### src/rtl/gb_mbc_multi.sv
// Cartridge mapper emulating ROM-only, MBC1 and MBC5 behaviour, mode latched during reset.
// Define MBC_RUMBLE_EN to add the MBC5 rumble output (bank2[3]) and narrow the MBC5 RAM bank.
module gb_mbc_multi #(
    parameter int ROM_ADR_W = 21,
    parameter int RAM_BANKS = 4
) (
    input  logic                 clk,
    input  logic                 reset,
    input  logic                 read,
    input  logic                 write,
    input  logic [7:0]           data,
    input  logic [15:0]          iadr,
    input  logic [1:0]           mode,
    output logic [ROM_ADR_W-1:0] oadr,
    output logic                 sel_rom,
    output logic                 sel_ram
`ifdef MBC_RUMBLE_EN
    ,
    output logic                 rumble
`endif
);

    localparam logic [1:0] MODE_MBC1 = 2'd1;
    localparam logic [1:0] MODE_MBC5 = 2'd2;

    // Banks wrap to the populated RAM size; 0 or 1 bank leaves no bank bits at all.
    localparam logic [3:0] RAM_MASK = (RAM_BANKS > 1) ? 4'(RAM_BANKS - 1) : 4'd0;
    localparam logic       HAS_RAM  = (RAM_BANKS != 0);

    logic [1:0] mode_q;
    logic       ram_en;
    logic [8:0] rom_bank;
    logic [3:0] bank2;
    logic       mbc1_mode;

    logic       is_mbc1;
    logic       is_mbc5;
    logic       rom_only;
    logic       reg_wr;
    logic       in_ram_win;
    logic [3:0] ram_bank_raw;
    logic [3:0] ram_bank;

    assign is_mbc1    = (mode_q == MODE_MBC1);
    assign is_mbc5    = (mode_q == MODE_MBC5);
    assign rom_only   = !is_mbc1 && !is_mbc5;
    assign reg_wr     = write && !iadr[15];
    assign in_ram_win = (iadr[15:13] == 3'b101);

    // Register file; a held write strobe simply rewrites the same value.
    always_ff @(posedge clk) begin
        if (reset) begin
            mode_q    <= mode;
            ram_en    <= 1'b0;
            rom_bank  <= 9'd1;
            bank2     <= 4'd0;
            mbc1_mode <= 1'b0;
        end else if (reg_wr) begin
            if (is_mbc1) begin
                case (iadr[14:13])
                    2'b00: ram_en <= (data[3:0] == 4'hA);
                    2'b01: rom_bank[4:0] <= (data[4:0] == 5'd0) ? 5'd1 : data[4:0];
                    2'b10: bank2[1:0] <= data[1:0];
                    default: mbc1_mode <= data[0];
                endcase
            end else if (is_mbc5) begin
                case (iadr[14:12])
                    3'b000, 3'b001: ram_en <= (data == 8'h0A);
                    3'b010:         rom_bank[7:0] <= data;
                    3'b011:         rom_bank[8] <= data[0];
                    3'b100, 3'b101: bank2 <= data[3:0];
                    default: ;
                endcase
            end
        end
    end

    always_comb begin
        ram_bank_raw = bank2;
        if (is_mbc1) begin
            ram_bank_raw = mbc1_mode ? {2'b00, bank2[1:0]} : 4'd0;
        end
`ifdef MBC_RUMBLE_EN
        else if (is_mbc5) begin
            ram_bank_raw = {1'b0, bank2[2:0]};
        end
`endif
        ram_bank = ram_bank_raw & RAM_MASK;
    end

    // Casts to ROM_ADR_W drop any bank bits that do not fit.
    always_comb begin
        oadr = ROM_ADR_W'(iadr[13:0]);
        case (iadr[15:13])
            3'b000, 3'b001: begin
                if (is_mbc1 && mbc1_mode) begin
                    oadr = ROM_ADR_W'({bank2[1:0], 5'd0, iadr[13:0]});
                end
            end
            3'b010, 3'b011: begin
                if (is_mbc1) begin
                    oadr = ROM_ADR_W'({bank2[1:0], rom_bank[4:0], iadr[13:0]});
                end else if (is_mbc5) begin
                    oadr = ROM_ADR_W'({rom_bank, iadr[13:0]});
                end else begin
                    oadr = ROM_ADR_W'(iadr[14:0]);
                end
            end
            3'b101: oadr = ROM_ADR_W'({ram_bank, iadr[12:0]});
            default: ;
        endcase
    end

    assign sel_rom = !reset && read && !iadr[15];
    assign sel_ram = !reset && (read || write) && in_ram_win && HAS_RAM && (ram_en || rom_only);

`ifdef MBC_RUMBLE_EN
    assign rumble = is_mbc5 && bank2[3];
`endif

endmodule
### config.mk
export PLATFORM = sky130hd
export DESIGN_NAME = gb_mbc_multi
export DESIGN_NICKNAME = d
export VERILOG_FILES = /design/src/rtl/gb_mbc_multi.sv
export SDC_FILE = /design/constraint.sdc
export NUM_CORES = 1
export LEC_CHECK = 0
export CORE_MARGIN = 3
export CORE_UTILIZATION = 33
export CTS_CLUSTER_DIAMETER = 200
export CTS_CLUSTER_SIZE = 28
export DETAILED_ROUTE_END_ITERATION = 12
export PLACE_DENSITY = 0.77
export SLEW_MARGIN = 20
export SYNTH_ARGS = -nofsm -noshare
export SYNTH_HDL_FRONTEND = slang
export SYNTH_SLANG_ARGS = --single-unit
### constraint.sdc
create_clock -name clk -period 2.05 [get_ports clk]
set_clock_uncertainty 0.2 [all_clocks]
set_input_delay 0.41 -clock clk [delete_from_list [all_inputs] [get_ports clk]]
set_output_delay 0.41 -clock clk [all_outputs]
set_load 0.005 [all_outputs]
==> out/qor.txt, run 1 <==
R2R depth = 9
Outcome = finished with violations
Yosys warning total = 0
Count of final hold-check violations = 0
Slew Limit Headroom = 0.643
Syn Inst Count = 100
Gr usage total = 0.176
CP peak stage delay = 0.45 ns
Actual slew at the worst max-slew pin = 0.530 ns
Met3 wire len = 159 um
Crit-path cells = inv_2 > ha_4 > nor2_4 > nor3_4 > buf_6 > buf_6 > nand3_2 > a21boi_2 > buf_2
DRC = 0
Cell variety after synth = 31
Starting Density = 0.353
Seq cells post-synth = 13
Via Count = 948
Dominant synthesized flop cell = dfxtp_1
# port buffers = 28
Antenna violations before repair = 0
Top-Level Pins = 53
Die Y = 58.0 um
Unrepaired setup endpoints after global routing = yes
Number of max-cap violations = 0
Final min period = 2.35 ns
Area Growth Syn to Fin = 69.0%
Layout net count = 185
Count of pins over their slew limit = 0
Synthesized area = 891 um^2
Layout filler cell count = 209
Crit-path max FO = 3
Worst Slack Setup Final = -0.301 ns
Clk Latency, worst-skew pair = 0.28 ns
H-tree Lvls = 1
Hold Path Stages = 2
Top-count cell post-synth = nor2_1
Hold Path Class = flop to flop
Avg Inst Size Synth = 8.91 um^2
CTS tree = yes
Crit path arrival time = 1.74 ns
Via density = 5.27
Number of enable flip-flop cells after synthesis = 2
Post-DP Area = 1250 um^2
Full die area = 3360 um^2
Pleak = 0.643 nW
Pwr/cell area = 434 nW/um^2
Worst path slowest cell = edfxtp_1
Core area = 2520 um^2
CTS Buffer Depth = 2
Crit path kind = flop to output pin
Most frequent cells after synthesis = nor2_1 (14), buf_4 (13), dfxtp_1 (11), mux2i_1 (8), inv_1 (6)
Most used cell, CP = buf_6
Largest net degree at the start of global routing = 14
Drt pass-1 iters = 4
First-pass GRT wire length = 4450 um
Post-synth ARST share = 0
# rows = 18
Clock sinks = 13
Violated checks = setup timing
Setup crit end kind = output pin
CTS clk-pin slew, worst paths = 0.08 ns
# hold bufs at CTS = 0
Period utilization = 1.15
Synth area leaders = dfxtp_1 (25%), buf_4 (11%), mux2i_1 (9.0%)
Share of layout cells above drive strength 1 = 0.480
Worst EP required = 1.44 ns
Finish-stage setup viols = 14
WL per Instance = 15.6 um
TritonCTS Buffers = 3
Post-route ant nets = 0
Net Count, Synth = 134
Synth area leader = dfxtp_1
Sequential area share after synthesis = 0.315
Fin area = 1510 um^2
Number of global-route vias before repair = 998
Top cell type's share of synthesized area = 0.247
DP Wirelength = 1940 um
Die Wd = 58.0 um
Wire length on met2 = 1460 um
Gr ovfl total = 0
Routability Congestion = 0.870
Worst vdd ir = 0.313 mV
Worst setup SP type = flop
Max layer used = met4
CTS Root Cell = clkbuf_4
Final Hold Slack = 0.314 ns
Fmax = 0.425 GHz
WL met1 = 1090 um
Iter 0 DRT Violations = 24
Wirelength, routed = 2800 um
N_diodes = 0
-- metrics by stage --
stage	instances	power, mW	TNS, ns	util	setup WS [ns]
global placement	163	0.419	-6.98	0.494	-0.608
global route	180	0.682	-3.38	0.597	-0.420
floorplan	100	0.343	0	-	0.103
detailed placement	163	0.423	-7.44	0.494	-0.727
finish	180	0.653	-2.16	0.597	-0.301
CTS	177	0.643	-2.31	0.572	-0.318
-- flip-flops by register name, indices dropped and copies added, names as in the netlist --
| register | count |
|---|---|
| mode_q | 2 |
| rom_bank | 7 |
| mbc1_mode | 1 |
| ram_en | 1 |
| bank2 | 2 |
-- worst max-delay path, delay by kind of cell (launching register included) --
family | cells | cell delay [ns]
compound gates | 1 | 0.15
fa+ha+maj | 1 | 0.14
buf+inv | 4 | 0.45
flops | 1 | 0.45
simple gates | 3 | 0.27
-- logic make-up (layout without fill, tap and decap cells) --
family,Yosys count,count (layout),share of synthesized area
adders and majority gates,4,4,0.0562
and+or+nand+nor,42,42,0.270
buffers and inverters,21,71,0.152
muxes,9,9,0.107
DFF,13,13,0.315
AOI/OAI and AO/OA,11,11,0.101
-- timing repair --
action / CTS / global route
endpoints found under the hold margin: 0 / 0
pin swaps: 15 / 8
buffers inserted: 11 / 5
setup endpoints to repair: 15 / 16
gates resized for setup: 75 / 13
-- worst paths after layout --
path | start | endpoint | slack (ns)
hold / removal | rom_bank[1]$_SDFFE_PP0P_ | rom_bank[1]$_SDFFE_PP0P_ | 0.31
setup reg to reg | mode_q[1]$_DFFE_PP_ | rom_bank[4]$_SDFFE_PP0P_ | -0.07
setup / recovery | mode_q[0]$_DFFE_PP_ | oadr[19] | -0.30
hold reg to reg | rom_bank[1]$_SDFFE_PP0P_ | rom_bank[1]$_SDFFE_PP0P_ | 0.31
-- per-layer routing --
metal,global-route usage,up-vias
li1,-,438
met1,0.191,460
met2,0.303,39
met3,0.0312,11
met4,0.129,0
met5,0,-
-- cell type report --
| class | instances | area [um^2] | area share |
|---|---|---|---|
| Clock buffer | 4 | 26.3 | 0.0175 |
| Tap cell | 30 | 37.5 | 0.0249 |
| Multi-Input combinational cell | 66 | 608 | 0.404 |
| Sequential cell | 13 | 280 | 0.186 |
| Timing Repair Buffer | 61 | 531 | 0.352 |
| Inverter | 6 | 22.5 | 0.0150 |
-- report_power, final --
group | switching [mW] | internal [mW] | total [mW]
combinational | 0.0923 | 0.126 | 0.218
sequential | 0.00469 | 0.264 | 0.269
clock | 0.0903 | 0.0757 | 0.166
-- placed cells by master (no fill, tap or decap), types with 2 or more instances in the layout --
cell,Yosys,layout
and2_4,0,3
dfxtp_1,11,11
o21ai_1,0,2
edfxtp_1,2,2
ha_4,0,3
dlygate4sd2_1,0,4
a21boi_2,0,2
nor4_1,3,2
clkdlybuf4s50_1,0,15
inv_2,0,4
buf_6,1,12
clkbuf_4,0,3
nand3_1,5,4
buf_4,13,24
inv_1,6,2
nor2_1,14,12
o21ai_0,4,2
buf_2,0,6
mux2i_1,8,8
nand2_1,4,3
(Power assumes the default switching activity.)
==> run 2, diff against run 1 <==
CTS_CLUSTER_SIZE = unset   (was 28)
SLEW_MARGIN = unset   (was 20)
==> results of run 2 <==
The final DEF is identical to that of run 1; final timing and power are the same.
==> run 3, diff against run 2 <==
CORE_UTILIZATION = 37   (was 33)
GPL_TIMING_DRIVEN = 0   (was unset)
PLACE_DENSITY = 0.81   (was 0.77)
clock period = 2.7 ns   (was 2.05 ns; I/O delays follow)
==> out/qor.txt, run 3 (synthesized netlist as in run 1, its figures left out) <==
First-pass GRT wire length = 3820 um (-14%)
DP Wirelength = 1940 um (-0.13%)
Most used cell, CP = clkdlybuf4s50_1
Slew Limit Headroom = 0.597 (-0.0458)
Crit path arrival time = 1.99 ns (+0.25 ns)
Area Growth Syn to Fin = 60.1%
Crit path kind = input port to output pin
Layout net count = 182 (-1.6%)
Post-Place Setup Slack = -0.737 ns (-0.00987 ns)
Clk Latency, worst-skew pair = 0.28 ns (about the same)
Area taken by flip-flops and latches = 280 um^2 (unchanged)
Largest net degree at the start of global routing = 11 (-3)
Hold Path Class = flop to flop
Final Hold Slack = 0.297 ns (-0.0175 ns)
Worst Slack Setup Final = -0.0283 ns (+0.273 ns)
Post-route ant nets = 0 (unchanged)
Max FFs per register = 7 (unchanged)
DRC = 0 (unchanged)
Cell family with most CP delay = buffers and inverters
Worst EP required = 1.96 ns (+0.52 ns)
CTS tree = yes
Worst setup SP type = input port
Number of max-cap violations = 0 (unchanged)
Actual slew at the worst max-slew pin = 0.604 ns (+0.0735 ns)
Fmax = 0.367 GHz
TritonCTS Buffers = 3 (unchanged)
Highest-count cells in the layout ignoring fill and taps = clkdlybuf4s50_1 (29), buf_4 (17), nor2_1 (13)
Final min period = 2.73 ns
Starting Density = 0.395 (+0.0419)
Biggest registers after layout = rom_bank: 7 flops, bank2: 2 flops, mode_q: 2 flops
# rows = 17 (-1)
Antenna violations before repair = 0 (unchanged)
Finish-stage setup viols = 1 (-13)
Fin area = 1430 um^2 (-5.2%)
Top-Level Pins = 53 (unchanged)
Die Y = 55.1 um (-5.0%)
Multi-input combinational cell area = 528 um^2 (-13%)
Worst vdd ir = 0.393 mV (+26%)
Buf+Inv Stages, Crit Path = 2 (-2)
Clock sinks = 13 (unchanged)
Count of final hold-check violations = 0 (unchanged)
Crit-path cells = clkdlybuf4s50_1 > o22ai_1 > nor3_1 > clkdlybuf4s50_1
Commonest non-fill, non-tap cell in the layout = clkdlybuf4s50_1
Setup crit end kind = output pin
Crit-path max FO = 4 (+1)
Pwr/cell area = 329 nW/um^2 (-24%)
CTS clk-pin slew, worst paths = 0.07 ns (about the same)
# port buffers = 39 (+39%)
CP peak stage delay = 0.57 ns (+0.12 ns)
Iter 0 DRT Violations = 38 (+58%)
Drt pass-1 iters = 4 (unchanged)
Count of pins over their slew limit = 0 (unchanged)
Worst path slowest cell = clkdlybuf4s50_1
Die Wd = 55.1 um (-5.0%)
Full die area = 3030 um^2 (-9.7%)
Layout filler cell count = 185 (-11%)
Period utilization = 1.01
Violated checks = setup timing
Via density = 5.21 (-1.0%)
Number of global-route vias before repair = 918 (-8.0%)
Most flops, register = rom_bank
Share of layout cells above drive strength 1 = 0.238 (-0.242)
Routability Congestion = 0.798 (-8.3%)
Pleak = 0.620 nW (-3.6%)
WL per Instance = 14.5 um (-6.5%)
Outcome = finished with violations
Post-DP Area = 1320 um^2 (+5.6%)
N_diodes = 0 (unchanged)
Core area = 2250 um^2 (-11%)
Via Count = 912 (-3.8%)
Wirelength, routed = 2550 um (-9.1%)
H-tree Lvls = 1 (unchanged)
CTS Root Cell = clkbuf_4
Gr usage total = 0.182 (+0.00566)
Gr ovfl total = 0 (unchanged)
CTS Buffer Depth = 2 (unchanged)
[run 3: final timing paths]
| kind | startpoint | slack (ns) | end | depth (start not counted) |
|---|---|---|---|---|
| worst min register to register | rom_bank[2]$_SDFFE_PP0P_ | 0.30 | rom_bank[2]$_SDFFE_PP0P_ | 2 |
| worst min-delay path | rom_bank[2]$_SDFFE_PP0P_ | 0.30 | rom_bank[2]$_SDFFE_PP0P_ | 2 |
| worst max register to register | mode_q[1]$_DFFE_PP_ | 0.54 | rom_bank[0]$_SDFFE_PP1P_ | 6 |
| worst max-delay path | write | -0.03 | sel_ram | 4 |
[run 3: layout make-up]
class                      count  area share
multi-input combinational     66       0.370
timing repair buffer          43       0.293
sequential                    13       0.196
buffer                        15      0.0816
tap                           28      0.0246
clock buffer                   4      0.0184
inverter                       6      0.0158
[run 3: per-layer routing]
layer / vias up / track usage / wire length, um
met1: 432 / 0.174 / 981
met3: 5 / 0.0483 / 174
li1: 433 / - / -
met2: 42 / 0.348 / 1340
met5: - / 0 / 0
met4: 0 / 0.0931 / 51
[run 3: worst register-to-register path, cell delays in order, from the launching register on]
cell and delay, ns:
edfxtp_1 0.48, inv_2 0.12, ha_4 0.16, inv_1 0.11, a2111oi_4 0.59, nor4b_2 0.32
nor2_1 0.07
[run 3: power by group]
part | switching (mW) | internal, mW
combinational | 0.0577 | 0.0820
sequential | 0.00337 | 0.201
clock | 0.0675 | 0.0574
[run 3: timing repair]
item | 4_1_cts | 5_1_grt
buffers inserted | 4 | 0
pin swaps | 2 | 0
gates resized for setup | 24 | 5
hold buffers | 0 | 0
cloned | 0 | 0
setup endpoints to repair | 10 | 3
endpoints found under the hold margin | 0 | 0
[run 3: metrics by stage]
step                      setup TNS [ns]  std cells  total power [mW]   util
after detailed placement           -3.91        167             0.328  0.584
after global routing             -0.0348        175             0.493  0.633
final                            -0.0283        175             0.469  0.633
after global placement             -3.83        167             0.324  0.584
after CTS                              0        175             0.464  0.626
after floorplan                        0        100             0.260      -
